--- config.mk ---
export PLATFORM = sky130hd
export DESIGN_NAME = jedro_1_prefetch_ifu_flat
export DESIGN_NICKNAME = d
export VERILOG_FILES = /design/src/rtl/jedro_1_prefetch_ifu_pkg.sv /design/src/rtl/jedro_1_prefetch_ifu_if.sv /design/src/rtl/jedro_1_prefetch_ifu_sync_fifo.sv /design/src/rtl/jedro_1_prefetch_ifu.sv /design/src/flat_wrapper.sv
export SDC_FILE = /design/constraint.sdc
export NUM_CORES = 1
export LEC_CHECK = 0
export CORE_ASPECT_RATIO = 0.6
export CORE_UTILIZATION = 30
export CTS_CLUSTER_DIAMETER = 200
export DETAILED_ROUTE_END_ITERATION = 12
export MAX_ROUTING_LAYER = met4
export PLACE_DENSITY = 0.6
export SYNTH_ARGS = -nofsm -noshare
export SYNTH_HDL_FRONTEND = slang
export SYNTH_SLANG_ARGS = --single-unit
--- constraint.sdc ---
create_clock -name clk_i -period 12.94 [get_ports clk_i]
set_input_delay 2.588 -clock clk_i [delete_from_list [all_inputs] [get_ports clk_i]]
set_output_delay 2.588 -clock clk_i [all_outputs]
set_load 0.01 [all_outputs]
--- src/rtl/jedro_1_prefetch_ifu_pkg.sv ---
// Shared constants and types for the jedro_1 prefetching fetch unit.
// Also holds the FIFO entry layout, which the LSU can reuse.
package jedro_1_prefetch_ifu_pkg;

    localparam int unsigned DATA_WIDTH = 32;
    localparam logic [DATA_WIDTH-1:0] BOOT_ADDR = 32'h0000_0000;

    localparam int unsigned IFU_FIFO_DEPTH  = 4;
    localparam int unsigned IFU_MEM_LATENCY = 1;

    typedef struct packed {
        logic [DATA_WIDTH-1:0] addr;
        logic [DATA_WIDTH-1:0] instr;
    } ifu_entry_t;

    function automatic logic [DATA_WIDTH-1:0] word_align(input logic [DATA_WIDTH-1:0] a);
        return {a[DATA_WIDTH-1:2], 2'b00};
    endfunction

endpackage

--- src/rtl/jedro_1_prefetch_ifu_if.sv ---
// Single-port instruction memory bus: address out, read data back after the
// memory's fixed latency.
interface if_ram_1way;
    import jedro_1_prefetch_ifu_pkg::*;

    logic [DATA_WIDTH-1:0] ram_addr;
    logic [DATA_WIDTH-1:0] ram_rdata;

    modport MASTER (output ram_addr, input ram_rdata);
    modport SLAVE  (input ram_addr, output ram_rdata);

endinterface

--- src/rtl/jedro_1_prefetch_ifu_sync_fifo.sv ---
// Generic synchronous FIFO with flush; DEPTH must be a power of two so the
// pointers wrap naturally.
module jedro_1_sync_fifo #(
    parameter int unsigned DEPTH = 4,
    parameter type         T     = logic,
    localparam int unsigned AW   = $clog2(DEPTH),
    localparam int unsigned CW   = $clog2(DEPTH + 1)
) (
    input  logic          clk_i,
    input  logic          rstn_i,
    input  logic          push,
    input  logic          pop,
    input  logic          flush,
    input  T              din,
    output T              dout,
    output logic          empty,
    output logic          full,
    output logic [CW-1:0] count
);

    T              mem [DEPTH];
    logic [AW-1:0] rd_ptr;
    logic [AW-1:0] wr_ptr;
    logic [CW-1:0] cnt;
    logic          do_push;
    logic          do_pop;

    assign empty   = (cnt == '0);
    assign full    = (cnt == CW'(DEPTH));
    assign count   = cnt;
    assign dout    = mem[rd_ptr];
    assign do_pop  = pop & ~empty;
    // A simultaneous pop frees the slot, so a push into a full FIFO is fine then.
    assign do_push = push & (~full | do_pop);

    always_ff @(posedge clk_i) begin
        if (!rstn_i) begin
            rd_ptr <= '0;
            wr_ptr <= '0;
            cnt    <= '0;
            for (int i = 0; i < int'(DEPTH); i++) mem[i] <= '0;
        end else if (flush) begin
            rd_ptr <= '0;
            wr_ptr <= '0;
            cnt    <= '0;
        end else begin
            if (do_push) begin
                mem[wr_ptr] <= din;
                wr_ptr      <= wr_ptr + 1'b1;
            end
            if (do_pop) rd_ptr <= rd_ptr + 1'b1;
            cnt <= cnt + CW'(do_push) - CW'(do_pop);
        end
    end

endmodule

--- src/rtl/jedro_1_prefetch_ifu.sv ---
// Pipelined sequential instruction fetch with a prefetch FIFO and jump flush.
// Fetches are credit-limited so every in-flight read has a guaranteed FIFO slot.
module jedro_1_prefetch_ifu #(
    parameter int unsigned MEM_LATENCY = jedro_1_prefetch_ifu_pkg::IFU_MEM_LATENCY,
    parameter int unsigned FIFO_DEPTH  = jedro_1_prefetch_ifu_pkg::IFU_FIFO_DEPTH,
    parameter logic [jedro_1_prefetch_ifu_pkg::DATA_WIDTH-1:0] BOOT_ADDR =
        jedro_1_prefetch_ifu_pkg::BOOT_ADDR
) (
    input  logic                                         clk_i,
    input  logic                                         rstn_i,
    input  logic                                         jmp_instr_i,
    input  logic [jedro_1_prefetch_ifu_pkg::DATA_WIDTH-1:0] jmp_address_i,
    output logic [jedro_1_prefetch_ifu_pkg::DATA_WIDTH-1:0] cinstr_o,
    output logic [jedro_1_prefetch_ifu_pkg::DATA_WIDTH-1:0] cinstr_addr_o,
    output logic                                         cinstr_valid_o,
    input  logic                                         cinstr_ready_i,
    if_ram_1way.MASTER                                   if_instr_mem
);
    import jedro_1_prefetch_ifu_pkg::*;

    localparam int unsigned CW = $clog2(FIFO_DEPTH + 1);

    logic [DATA_WIDTH-1:0]                  fetch_pc_r;
    logic [MEM_LATENCY:1]                   vld_pipe;
    logic [MEM_LATENCY:1][DATA_WIDTH-1:0]   addr_pipe;
    logic                                   issue;

    ifu_entry_t    fifo_din;
    ifu_entry_t    fifo_dout;
    logic          fifo_push;
    logic          fifo_pop;
    logic          fifo_empty;
    logic          fifo_full;
    logic [CW-1:0] fifo_count;

    assign if_instr_mem.ram_addr = fetch_pc_r;

    assign cinstr_valid_o = ~fifo_empty;
    assign cinstr_o       = fifo_dout.instr;
    assign cinstr_addr_o  = fifo_dout.addr;

    assign fifo_pop  = cinstr_valid_o & cinstr_ready_i;
    assign fifo_push = vld_pipe[MEM_LATENCY] & ~jmp_instr_i;
    assign fifo_din  = '{addr: addr_pipe[MEM_LATENCY], instr: if_instr_mem.ram_rdata};

    // A pop this cycle returns its slot immediately; without that, sustained
    // 1/cycle would need a FIFO one entry deeper than MEM_LATENCY+1.
    always_comb begin
        issue = 1'b0;
        if (!jmp_instr_i &&
            (int'(fifo_count) + $countones(vld_pipe) - int'(fifo_pop) < int'(FIFO_DEPTH)))
            issue = 1'b1;
    end

    always_ff @(posedge clk_i) begin
        if (!rstn_i) begin
            fetch_pc_r <= BOOT_ADDR;
            vld_pipe   <= '0;
            addr_pipe  <= '0;
        end else if (jmp_instr_i) begin
            fetch_pc_r <= word_align(jmp_address_i);
            vld_pipe   <= '0;
        end else begin
            vld_pipe[1]  <= issue;
            addr_pipe[1] <= fetch_pc_r;
            for (int s = 2; s <= int'(MEM_LATENCY); s++) begin
                vld_pipe[s]  <= vld_pipe[s-1];
                addr_pipe[s] <= addr_pipe[s-1];
            end
            if (issue) fetch_pc_r <= fetch_pc_r + 32'd4;
            assert (!(fifo_push && fifo_full && !fifo_pop));
        end
    end

    jedro_1_sync_fifo #(
        .DEPTH (FIFO_DEPTH),
        .T     (ifu_entry_t)
    ) u_fifo (
        .clk_i  (clk_i),
        .rstn_i (rstn_i),
        .push   (fifo_push),
        .pop    (fifo_pop),
        .flush  (jmp_instr_i),
        .din    (fifo_din),
        .dout   (fifo_dout),
        .empty  (fifo_empty),
        .full   (fifo_full),
        .count  (fifo_count)
    );

endmodule

--- src/flat_wrapper.sv ---
// flat-port wrapper written by rule: the top's interface ports become plain ports
module jedro_1_prefetch_ifu_flat import jedro_1_prefetch_ifu_pkg::*;
#(
    parameter int unsigned MEM_LATENCY = jedro_1_prefetch_ifu_pkg::IFU_MEM_LATENCY,
    parameter int unsigned FIFO_DEPTH  = jedro_1_prefetch_ifu_pkg::IFU_FIFO_DEPTH,
    parameter logic [jedro_1_prefetch_ifu_pkg::DATA_WIDTH-1:0] BOOT_ADDR =
        jedro_1_prefetch_ifu_pkg::BOOT_ADDR
)
  (clk_i, rstn_i, jmp_instr_i, jmp_address_i, cinstr_o, cinstr_addr_o, cinstr_valid_o, cinstr_ready_i, if_instr_mem_ram_addr, if_instr_mem_ram_rdata);
  if_ram_1way if_instr_mem_i ();
  input  logic clk_i;
  input  logic rstn_i;
  input  logic jmp_instr_i;
  input  logic [jedro_1_prefetch_ifu_pkg::DATA_WIDTH-1:0] jmp_address_i;
  output logic [jedro_1_prefetch_ifu_pkg::DATA_WIDTH-1:0] cinstr_o;
  output logic [jedro_1_prefetch_ifu_pkg::DATA_WIDTH-1:0] cinstr_addr_o;
  output logic cinstr_valid_o;
  input  logic cinstr_ready_i;
  output wire logic [$bits(if_instr_mem_i.ram_addr)-1:0] if_instr_mem_ram_addr;
  input wire logic [$bits(if_instr_mem_i.ram_rdata)-1:0] if_instr_mem_ram_rdata;
  assign if_instr_mem_ram_addr = if_instr_mem_i.ram_addr;
  assign if_instr_mem_i.ram_rdata = if_instr_mem_ram_rdata;
  jedro_1_prefetch_ifu #(.MEM_LATENCY(MEM_LATENCY), .FIFO_DEPTH(FIFO_DEPTH), .BOOT_ADDR(BOOT_ADDR)) u_core (.clk_i(clk_i), .rstn_i(rstn_i), .jmp_instr_i(jmp_instr_i), .jmp_address_i(jmp_address_i), .cinstr_o(cinstr_o), .cinstr_addr_o(cinstr_addr_o), .cinstr_valid_o(cinstr_valid_o), .cinstr_ready_i(cinstr_ready_i), .if_instr_mem(if_instr_mem_i));
endmodule
**Yosys cells after proc, flatten, opt, wreduce, memory -nomap -nowiden**

Memories as Yosys holds them, arrays and structs flattened. A register that Yosys moved wholly into a read port is not among the register bits.
Index checks and enable logic that the tools add are counted.

- Add/sub/neg operators: 7
- Multiply operators: 0
- Divide/modulo/power cells: 0
- Order comparisons: 1
- Eq/ne operators: 1
- Shift-type cells: 0
- Mux-type cells: 13
- Bitwise operators: 9
- Reduce and logical (&&, ||, !) cells: 6

Operators by type and width:

| cell | number |
|---|---|
| $mux 32 | 2 |
| $mux 64 | 1 |
| $reduce_or 64->1 | 1 |
| $add 32x3->32 const B | 1 |
| $lt 32x4->1 const B | 1 |
| $sub 32x2->32 | 1 |
| $mux 1 | 7 |
| $mux 2 | 3 |
| $add 2x1->2 const B | 2 |
| $add 3x1->4 | 1 |
| $and 1x1->1 | 4 |
| $not 1->1 | 4 |
| $add 3x1->3 | 1 |
| $eq 3x3->1 const B | 1 |
| $logic_not 3->1 | 1 |
| $sub 3x1->3 | 1 |
| $reduce_bool 2->1 | 1 |
| $reduce_or 2->1 | 1 |
| $logic_and 1x1->1 | 1 |
| $logic_not 1->1 | 1 |
| $or 1x1->1 | 1 |

- Register bits: 72
- Bits in latches: 0
- RAM bits: 256
- Memory bits (read-only): 0
- Input port bits: 68
- Output and inout port bits: 97
- Word-level logic and storage cells: 45
- Memories: 1

Memory list:

| name | depth | bits a word | rd ports | clocked after Yosys merged registers in | write ports | RTL line | text |
|---|---|---|---|---|---|---|---|
| u_core.u_fifo.mem | 4 | 64 | 1 | 1 | 4 | jedro_1_prefetch_ifu_sync_fifo.sv:21 | `T mem [DEPTH];` |

**Logic depth before layout (Yosys ltp)**

- Word-level depth: 12
- Gate-level depth with buffers: 13
- Gate-level depth less buffers: 11

**Modules after synthesis**

From an unflattened synthesis, not the netlist that was laid out.

- Cells, all modules: 992
- Area, all modules: 14352.5 um^2

By module, submodules not included:

| module | instances | cells each | area each (um^2) | seq. area each (um^2) |
|---|---|---|---|---|
| jedro_1_sync_fifo | 1 | 668 | 11429.7 | 7867.5 |
| jedro_1_prefetch_ifu | 1 | 324 | 2922.8 | 1221.2 |

**Worst setup path after synthesis**

No wires, ideal clock.

- Path kind: input to register
- From: input jmp_instr_i
- To: memory u_core.u_fifo.mem[1][0] in the netlist's numbering, enable pin
- Setup time: 0.568 ns
- Arrival: 7.903 ns
- Required time: 12.372 ns
- Path slack: 4.469 ns
- Stages: 7
- Buffers on the path: 3
- Path through: clkbuf_1 > inv_1 > and3_1 > clkbuf_1 > clkbuf_1 > nand2_1 > o21ai_0

RTL lines:

| element | RTL line | text |
|---|---|---|
| start, declared | flat_wrapper.sv:13 | `input logic jmp_instr_i;` |
| end, declared | jedro_1_prefetch_ifu_sync_fifo.sv:21 |  |

==> results.md <==
- Worst Max-Slew Pin Slew: 1.140 ns
- Sw Share: 0.2363
- Largest net degree at the start of global routing: 74
- Top Usage Layer GRT: met2
- Commonest cells in the netlist: edfxtp_1, and2_1, and3_1
- Setup crit start kind: primary input
- Drt wl/cell: 21.22 um
- CP max FO: 69
- Post-DP HPWL: 21.29 mm
- Final setup fails: 0
- Critical path capture point type: register
- Synth Area in Simple Gates: 0.1646
- Reg2Reg Depth: 6
- Crit Path Category: in2reg
- Leading post-synthesis cells by cell area: edfxtp_1, dfxtp_1, mux4_2
- Async S/R FF share, synth: 0
- Largest family of logic cells by synthesized area: simple AND/OR/NAND/NOR gates
- ANT nets after route: 0
- Cell Rows: 61
- Top cell type's share of synthesized area: 0.5295
- # Post-CTS Setup Buffers: 0
- Slew HR: 0.2400
- Period minus WS final: 5.851 ns
- H-tree lvl count: 2
- PostCTS Resize Cnt: 0
- First-pass GRT wire length: approximately 56 mm
- Die H: 169.7 um
- Sink Count: 318
- Post-Syn Area: 0.01406 mm2
- Via Count: 8767
- CTS Buf Count: 34
- Run status: completed
- Root Buffer: clkbuf_16
- Hold path endpoint: u_core.u_fifo.rd_ptr[1]
- Crit share post-route: 0.4521
- Vias in the first global route: ~8.8k
- Drt via density: 4.914
- Hold_buf cts: 0
- Register area share after synthesis: 0.6291
- CTS tree: built
- Pwr dens: 131.0 mW/mm2
- FF+latch area: 0.008856 mm2
- GRT met3 Usage: 0.03097
- Top-count cell post-synth: edfxtp_1
- Clk_lat worst skew: 0.53 ns
- Horiz. Die Dim: 281.5 um
- EDFF count, synth: ~250
- Reg-to-reg startpoint: u_core.u_fifo.count[1]
- Drt first pass iters: 5
- Synth Instances: 1000
- Clock-pin slew on the worst setup and hold paths: roughly 0.06 ns
- Most common cell on crit path: buf_4
- Max-cap viol count: 0
- RSZ-0062 raised after global routing: false
- Clock power frac: 0.402
- CP max stage delay: 0.83 ns
- Fmax: 170.9 MHz
- Hold/Removal Path Class: reg2reg
- Pre-CTS setup slack: approximately 6.5 ns
- Synth Warn #: 0
- Final WL: 37.85 mm
- Met1 Use GR: 0.2241
- CP startpoint: cinstr_ready_i
- Yosys top cell by area: edfxtp_1
- Int Power: 1.727 mW
- Hold Path Origin: u_core.u_fifo.rd_ptr[1]
- Post-Synth XOR/XNOR Area: 0.009341
- Bufs on Longest Clock Path: 3
- Port bufs: 158
- Max Slew Vio Count: 0
- Reg-to-reg slack, setup: between 9 and 10 ns
- IO Pins: ~170
- Complex-gate fraction of the synthesized area: 0.04217
- Final worst slack: 7.089 ns
- Sequential power share: 0.518
- Peak VDD IR: between 0.07 and 0.08 mV
- Dominant synthesized flop cell: edfxtp_1
- RR Endpoint: u_core.u_fifo.mem[1][5]
- Final hold violation count: 0
- Crit path buffers/inverters: 3
- Setup TNS: 0 ns
- Iteration-0 DRC Markers: 714
- Clock Skew: roughly 0.017 ns
- P&R area growth vs syn: 22.76%
- Initial antenna violation count: 1
- FILL cells: 4429
- Leak pwr: 6.382 nW
- Multi-input combinational cell area: slightly below 0.005 mm2
- Initial core utilization: 0.3041
- Adder-cell share of the synthesized area: 0.007651
- Nets: 1202
- Crit path DAT: 6.01 ns
- Net Switching: 534.3 uW
- M2 GR Usage: 0.2501
- CP Cell Sequence: clkdlybuf4s50_1, or4b_2, and3_2, buf_4, nand2_1, o21ai_4, buf_4
- Critical path's slowest cell: o21ai_4
- Gpl congestion: 0.7615
- Seq cells post-synth: 318
- Top Family by Delay on Critical Path: buffers and inverters
- Proportion of layout cells with a drive suffix above 1: 0.1233
- Die area: about 0.048 mm2
- Core footprint: around 0.046 mm2
- Number of remaining DRC errors: 0
- Combinational share of power: 0.080
- GRT overflow: 0
- Syn avg cell area: 14.06 um2
- Post-synthesis mux area share: 0.1199
- Worst hold stages: 2
- Gr usage total: 0.1632
- Yosys cell types: 48
- CP Data Required Time: approximately 13 ns
[per-stage QoR]
| stage | cell area [um2] | total power, mW | hold slack [ns] | util | cells |
|---|---|---|---|---|---|
| CTS | 17260 | 2.293 | 0.5280 | 0.3732 | 1782 |
| detailed placement | 16250 | 1.378 | 0.5088 | 0.3513 | 1720 |
| finish | 17270 | 2.261 | 0.5301 | 0.3733 | 1784 |
| global route | 17260 | 2.343 | 0.5738 | 0.3732 | 1782 |
| global placement | 16250 | 1.374 | 0.4982 | 0.3513 | 1720 |
| floorplan | 14080 | 1.275 | 0.4735 | - | 1003 |
[tightest hold or removal path, cell delays in order (launching register included)]
cell	delay (ns)
dfxtp_1	0.32
xor2_1	0.07
nor2_1	0.10
[power groups by stage]
stage / logic, mW / clock network (mW) / registers [mW]
after floorplan: 0.0877 / 0 / 1.19
after global placement: 0.182 / 0 / 1.19
after detailed placement: 0.183 / 0 / 1.19
after CTS: 0.184 / 0.936 / 1.17
after global routing: 0.195 / 0.970 / 1.18
final: 0.181 / 0.908 / 1.17
[kinds of logic after synthesis]
group / after synthesis
AND/OR/NAND/NOR: 384
multiplexers: 91
flip-flops: 318
other: 1
buffers and inverters: 93
AO/OA/AOI/OAI: 90
XOR/XNOR: 15
adder cells (fa/ha/maj): 8
[how the worst max path moves through the flow]
stage	to	slack (ns)	depth (start not counted)
after floorplan	u_core.u_fifo.mem[1][0]	4.47	7
after global placement	u_core.u_fifo.mem[1][4]	6.57	7
after detailed placement	u_core.u_fifo.mem[1][5]	6.51	7
after CTS	cinstr_addr_o[30]	6.94	3
after global routing	cinstr_addr_o[30]	6.79	3
final	u_core.u_fifo.mem[1][5]	7.09	7
[per-layer routing]
metal	up-vias	share of wire
met1	4457	0.47
met5	-	0
met2	213	0.46
li1	4035	-
met3	62	0.049
met4	0	0.019
[registers in the layout, indices dropped and copies added (netlist names), named ones only]
register / flops
u_core.addr_pipe: 30
u_core.u_fifo.wr_ptr: 2
u_core.if_instr_mem.ram_addr: 30
u_core.u_fifo.count: 3
u_core.u_fifo.rd_ptr: 2
u_core.vld_pipe: 1
u_core.u_fifo.mem: 248
[final cells by class]
cell class	count	area share
Antenna cell	2	0.0002899
Clock buffer	43	0.05182
Clock inverter	19	0.006740
Inverter	10	0.002174
Multi-Input combinational cell	592	0.2840
Sequential cell	318	0.5129
Tap cell	630	0.04566
Timing Repair Buffer	170	0.09638
[cells in the final DEF (no fill, tap or decap), drive strengths merged, types with 8 or more instances in the layout]
cell           netlist  routed
clkbuf              64      43
a21oi                8       8
nor2                18      18
nand3               13      13
or4                 10      10
edfxtp             248     248
mux4                62      62
mux2i               29      29
a31oi               18      18
nand2               23      23
inv                 10      13
clkdlybuf4s50        0     156
buf                 19      14
dfxtp               70      70
o31ai               15      15
and2               128     128
and3               128     128
nor2b               30      30
xor2                 9       9
o21ai               34      34
clkinv               0      14
No activity file was read; power rests on OpenSTA's default activity.
